<file path="src/rtl/booth_radix4_seq_mult.sv">
// Sequential radix-4 Booth multiplier, one digit per clock.
// Signed/unsigned operands, valid/ready on both sides.
module booth_radix4_seq_mult #(
    parameter int WIDTH = 8
) (
    input  logic               clk,
    input  logic               rst_n,
    input  logic               in_valid,
    output logic               in_ready,
    input  logic [WIDTH-1:0]   a,
    input  logic [WIDTH-1:0]   b,
    input  logic               signed_mode,
    output logic               out_valid,
    input  logic               out_ready,
    output logic [2*WIDTH-1:0] p,
    output logic               busy
);
    localparam int E  = WIDTH + 2;
    localparam int N  = E / 2;
    localparam int AW = 2 * WIDTH + 4;
    localparam int CW = $clog2(N + 1);
    localparam logic [CW-1:0] LAST = CW'(N - 1);

    typedef enum logic [1:0] {
        IDLE,
        CALC,
        DONE
    } state_t;

    state_t        r_state;
    logic [E-1:0]  r_m;
    logic [E:0]    r_q;
    logic [AW-1:0] r_acc;
    logic [CW-1:0] r_cnt;

    logic          w_ext_a;
    logic          w_ext_b;
    logic [AW-1:0] w_m_sx;
    logic [AW-1:0] w_m2_sx;
    logic [AW-1:0] w_term;
    logic [AW-1:0] w_acc_next;
    logic [E:0]    w_q_shr;

    assign w_ext_a = signed_mode & a[WIDTH-1];
    assign w_ext_b = signed_mode & b[WIDTH-1];

    // Two extension bits keep unsigned operands positive under Booth recoding
    assign w_m_sx  = {{(AW-E){r_m[E-1]}}, r_m};
    assign w_m2_sx = w_m_sx << 1;

    always_comb begin
        w_term = '0;
        case (r_q[2:0])
            3'b001, 3'b010: w_term = w_m_sx;
            3'b011:         w_term = w_m2_sx;
            3'b100:         w_term = -w_m2_sx;
            3'b101, 3'b110: w_term = -w_m_sx;
            default:        w_term = '0;
        endcase
    end

    assign w_acc_next = r_acc + (w_term << {r_cnt, 1'b0});
    assign w_q_shr    = $signed(r_q) >>> 2;

    always_ff @(posedge clk or negedge rst_n) begin
        if (!rst_n) begin
            r_state   <= IDLE;
            r_m       <= '0;
            r_q       <= '0;
            r_acc     <= '0;
            r_cnt     <= '0;
            in_ready  <= 1'b1;
            out_valid <= 1'b0;
            busy      <= 1'b0;
            p         <= '0;
        end else begin
            case (r_state)
                IDLE: begin
                    if (in_valid) begin
                        r_m      <= {{2{w_ext_a}}, a};
                        r_q      <= {{2{w_ext_b}}, b, 1'b0};
                        r_acc    <= '0;
                        r_cnt    <= '0;
                        in_ready <= 1'b0;
                        busy     <= 1'b1;
                        r_state  <= CALC;
                    end
                end
                CALC: begin
                    r_acc <= w_acc_next;
                    r_q   <= w_q_shr;
                    r_cnt <= r_cnt + CW'(1);
                    if (r_cnt == LAST) begin
                        p         <= w_acc_next[2*WIDTH-1:0];
                        out_valid <= 1'b1;
                        r_state   <= DONE;
                    end
                end
                DONE: begin
                    if (out_ready) begin
                        out_valid <= 1'b0;
                        in_ready  <= 1'b1;
                        busy      <= 1'b0;
                        r_state   <= IDLE;
                    end
                end
                default: r_state <= IDLE;
            endcase
        end
    end

endmodule

</file>
<file path="config.mk">
export PLATFORM = sky130hd
export DESIGN_NAME = booth_radix4_seq_mult
export DESIGN_NICKNAME = d
export VERILOG_FILES = /design/src/rtl/booth_radix4_seq_mult.sv
export SDC_FILE = /design/constraint.sdc
export NUM_CORES = 1
export LEC_CHECK = 0
export ABC_AREA = 1
export BUFFER_PORTS_ARGS = -buffer_cell sky130_fd_sc_hd__clkbuf_2
export CAP_MARGIN = 25
export CORE_ASPECT_RATIO = 0.75
export CORE_MARGIN = 2
export CORE_UTILIZATION = 65
export CTS_BUF_LIST = sky130_fd_sc_hd__clkbuf_4 sky130_fd_sc_hd__clkbuf_8
export DETAILED_ROUTE_END_ITERATION = 10
export PLACE_DENSITY = 0.94
export SYNTH_ARGS = -nofsm -noshare
export SYNTH_HDL_FRONTEND = slang
export SYNTH_SLANG_ARGS = --single-unit
</file>
<file path="constraint.sdc">
create_clock -name clk -period 7 [get_ports clk]
set_input_delay 0.7 -clock clk [delete_from_list [all_inputs] [get_ports clk]]
set_output_delay 0.7 -clock clk [all_outputs]
set_load 0.1 [all_outputs]
</file>
==> impl_metrics.py <==
metrics = {
    "timing": {
        "hold_viol_final": 0,
        "final.setup_skew_ps": 13.6,
        "report.final.slew_viol_count": 0,
        "max_freq_mhz": 270,
        "tightest_slew_ps": 988,
        "tns_ps": 0,
        "setup_repair_after_global_routing_missed_its_margin": "false",
        "timing.final.crit_share_pct": 52.9,
        "timing.slew.headroom_pct": 34.1,
        "finalSetupViolCount": 0,
        "period_needed_ps": 3700,
    },
    "routing": {
        "drt_first_pass_iters": 8,
        "routed-via-count": 3831,
        "drt_iter0_markers": 430,
        "drtAntennaViolNets": 0,
        "via_per_inst": 5.95,
        "total_wire_length_um": 10400,
        "drcViolationCount": 0,
        "wl_per_cell_um": 16.1,
    },
    "floorplan": {
        "die-area_sq_mm": 0.00671,
        "start_util_pct": 67.7,
        "placementRows": 24,
        "die_x_um": 93.9,
        "y_dimension_of_the_die_um": 71.4,
        "pin_count": 40,
        "floorplan.core_area_sq_mm": 0.00583,
    },
    "global_route": {
        "antenna_found_initial": 0,
        "gr-total-overflow": 0,
        "gr-usage-all-layers_pct": 33.7,
        "grt_first_pass_wirelength_um": 17400,
        "grt_pass1_vias": 3574,
        "grt_start_max_net_pins": 61,
    },
    "cts": {
        "cts.repair_timing.setup_buffer_count": 0,
        "postCtsHoldBufs": 0,
        "clock_buffers_created_by_tritoncts": 9,
        "cts.sink_count": 60,
        "insertion_delay_ps": 360,
        "cts_repair_resize_count": 0,
        "clockRootBuffer": "sky130_fd_sc_hd__clkbuf_8",
        "htree_num_levels": 3,
        "cts_tree": "yes",
        "clock_slew_at_the_register_clock_pins_of_the_worst_setup_and_hold_paths_ps": 80,
        "cts_buffer_depth": 2,
    },
    "worst_setup_path": {
        "crit_end_category": "flip-flop",
        "crit_path_class": "reg -> reg",
        "worst-path-max-fanout": 5,
        "worst-endpoint-arrival_ps": 3900,
        "setup.worst_path.start_class": "flip-flop",
        "worst_ep_required_time_ps": 7200,
    },
    "placement": {
        "weighted_congestion_at_the_end_of_routability_driven_global_placement": 0.967,
        "port_buffers": 39,
        "detailed_placement_wirelength_estimate_um": 7450,
    },
    "synthesis": {
        "postSynth.topFlopCell": "sky130_fd_sc_hd__dfrtp_1",
        "sequential_cell_area_fraction_in_the_yosys_report_pct": 38.1,
        "synth_nets": 566,
        "synth_warnings": 0,
        "yosys.cell_types.count": 43,
        "share_of_synthesized_flip_flops_with_an_asynchronous_set_or_reset_pct": 100,
        "syn_area_sq_mm": 0.00394,
        "syn_inst": 526,
        "post_synthesis_mean_instance_area_sq_um": 7.49,
        "edff_count_synth": 0,
        "postSynthRegisterBits": 60,
    },
    "run_status": {
        "run_status": "complete, no violations",
    },
    "finish": {
        "drive_above_1_share_pct": 18.6,
        "layout.filler_cells": 448,
        "fin_nets": 601,
        "num_antenna_cells": 0,
        "relative_area_change_from_synthesis_to_final_layout_pct": 11.7,
    },
    "flow_run": {
        "cap_viol_max_count": 0,
    },
    "worst_hold_path": {
        "hold_path.class": "reg -> reg",
    },
}
cell type report:
cell class	instances	area, sq um	share of cell area, %
inverters	57	214	4.86
repair buffers	41	210	4.78
clock inverters	6	88.8	2.02
well taps	78	97.6	2.22
multi-input cells	392	2160	49.0
flip-flops and latches	60	1500	34.1
clock buffers	10	131	2.99
worst paths after layout:
| check | startpoint | end | slack (ps) | cells past startpoint |
|---|---|---|---|---|
| max reg2reg | r_m[0] | p[13] | 3300 | 22 |
| min in group asynchronous | rst_n | r_q[7] | 480 | 2 |
| max | r_m[0] | p[13] | 3300 | 22 |
| min reg2reg | in_ready | in_ready | 470 | 2 |
| max in group asynchronous | rst_n | p[13] | 6000 | 2 |
| min | in_ready | in_ready | 470 | 2 |
flip-flops by register name, indices dropped and copies added, names as in the netlist:
| register | flops |
|---|---|
| busy | 1 |
| in_ready | 1 |
| out_valid | 1 |
| p | 16 |
| r_acc | 16 |
| r_cnt | 3 |
| r_m | 9 |
| r_q | 11 |
| r_state | 2 |
critical path, stage by stage (launching register included):
cell and delay, ps:
sky130_fd_sc_hd__dfrtp_1 380, sky130_fd_sc_hd__inv_1 120, sky130_fd_sc_hd__ha_1 200, sky130_fd_sc_hd__nand2_2 90
sky130_fd_sc_hd__nor2_2 160, sky130_fd_sc_hd__inv_1 70, sky130_fd_sc_hd__nand3_1 70, sky130_fd_sc_hd__o2111ai_1 150
sky130_fd_sc_hd__nand2_1 100, sky130_fd_sc_hd__o21ai_1 90, sky130_fd_sc_hd__o21ai_0 370, sky130_fd_sc_hd__nor2_1 100
sky130_fd_sc_hd__ha_1 330, sky130_fd_sc_hd__inv_1 80, sky130_fd_sc_hd__o21bai_1 200, sky130_fd_sc_hd__nand2_1 90
sky130_fd_sc_hd__nand3_2 120, sky130_fd_sc_hd__a21boi_1 110, sky130_fd_sc_hd__o21ai_1 260, sky130_fd_sc_hd__nand2_1 90
sky130_fd_sc_hd__nand2_1 90, sky130_fd_sc_hd__xor2_1 190, sky130_fd_sc_hd__o21ai_0 90
through the flow:
step / utilization, % / cell area, sq um / hold slack [ps] / instances / setup slack (ps)
after floorplan: - / 3940 / 404 / 526 / 4080
after global placement: 71.8 / 4180 / 450 / 628 / 3430
after detailed placement: 71.8 / 4180 / 462 / 628 / 3490
after CTS: 75.5 / 4400 / 471 / 644 / 3440
after global routing: 75.5 / 4400 / 486 / 644 / 3010
final: 75.5 / 4400 / 471 / 644 / 3300
cells in the final DEF (no fill, tap or decap), drive strengths merged:
cell type and instances:
buf 2, nor4 1, bufinv 2, o211ai 5
o21a 1, o22ai 4, o21ai 59, nand2 150
xnor2 4, ha 18, a32o 2, a221oi 7
or2 3, nand4 3, nor3 10, nand3 58
o21bai 1, clkinvlp 2, dfstp 1, inv 55
clkbuf 49, o2111ai 2, nor2 35, a21boi 2
clkinv 4, a22o 1, xor2 7, mux2i 2
dfrtp 59, o31ai 1, a21oi 13, fa 1
a31oi 2
metal layers:
layer / up-vias / wire length, um / GRT usage, %
li1: 1827 / - / -
met1: 1757 / 4710 / 48.1
met2: 217 / 4470 / 48.8
met3: 30 / 1040 / 11.8
met4: 0 / 167 / 10.5
met5: - / 0 / 0
Yosys cell counts (2+ instances only):
master	count	area, sq um
sky130_fd_sc_hd__a21oi_1	13	65.1
sky130_fd_sc_hd__a221oi_1	7	61.3
sky130_fd_sc_hd__a31oi_1	2	12.5
sky130_fd_sc_hd__a32o_1	2	20.0
sky130_fd_sc_hd__buf_2	4	20.0
sky130_fd_sc_hd__clkbuf_1	12	45.0
sky130_fd_sc_hd__clkinv_1	2	7.51
sky130_fd_sc_hd__dfrtp_1	59	1480
sky130_fd_sc_hd__ha_1	18	225
sky130_fd_sc_hd__inv_1	44	165
sky130_fd_sc_hd__inv_2	11	41.3
sky130_fd_sc_hd__mux2i_1	2	20.0
sky130_fd_sc_hd__nand2_1	138	518
sky130_fd_sc_hd__nand2_2	11	68.8
sky130_fd_sc_hd__nand3_1	49	245
sky130_fd_sc_hd__nand3_2	9	90.1
sky130_fd_sc_hd__nand4_1	3	18.8
sky130_fd_sc_hd__nor2_1	25	93.8
sky130_fd_sc_hd__nor2_2	8	50.1
sky130_fd_sc_hd__nor3_1	10	50.1
sky130_fd_sc_hd__o2111ai_1	2	17.5
sky130_fd_sc_hd__o211ai_1	5	37.5
sky130_fd_sc_hd__o21ai_0	44	220
sky130_fd_sc_hd__o21ai_1	13	65.1
sky130_fd_sc_hd__o21ai_2	2	17.5
sky130_fd_sc_hd__o22ai_1	4	25.0
sky130_fd_sc_hd__or2_2	2	12.5
sky130_fd_sc_hd__xnor2_1	4	35.0
sky130_fd_sc_hd__xor2_1	7	61.3
kinds of logic after synthesis:
| logic type | after synthesis | synth area share (%) |
|---|---|---|
| buffers and inverters | 74 | 7.17 |
| adder cells (fa/ha/maj) | 19 | 6.22 |
| XOR/XNOR | 11 | 2.44 |
| AO/OA/AOI/OAI | 100 | 15.0 |
| multiplexers | 2 | 0.508 |
| AND/OR/NAND/NOR | 260 | 30.5 |
| flip-flops | 60 | 38.1 |
Power is left out: the tool's default activity adds up to more than one toggle a clock period on the data nets, which glitch-free logic cannot reach.
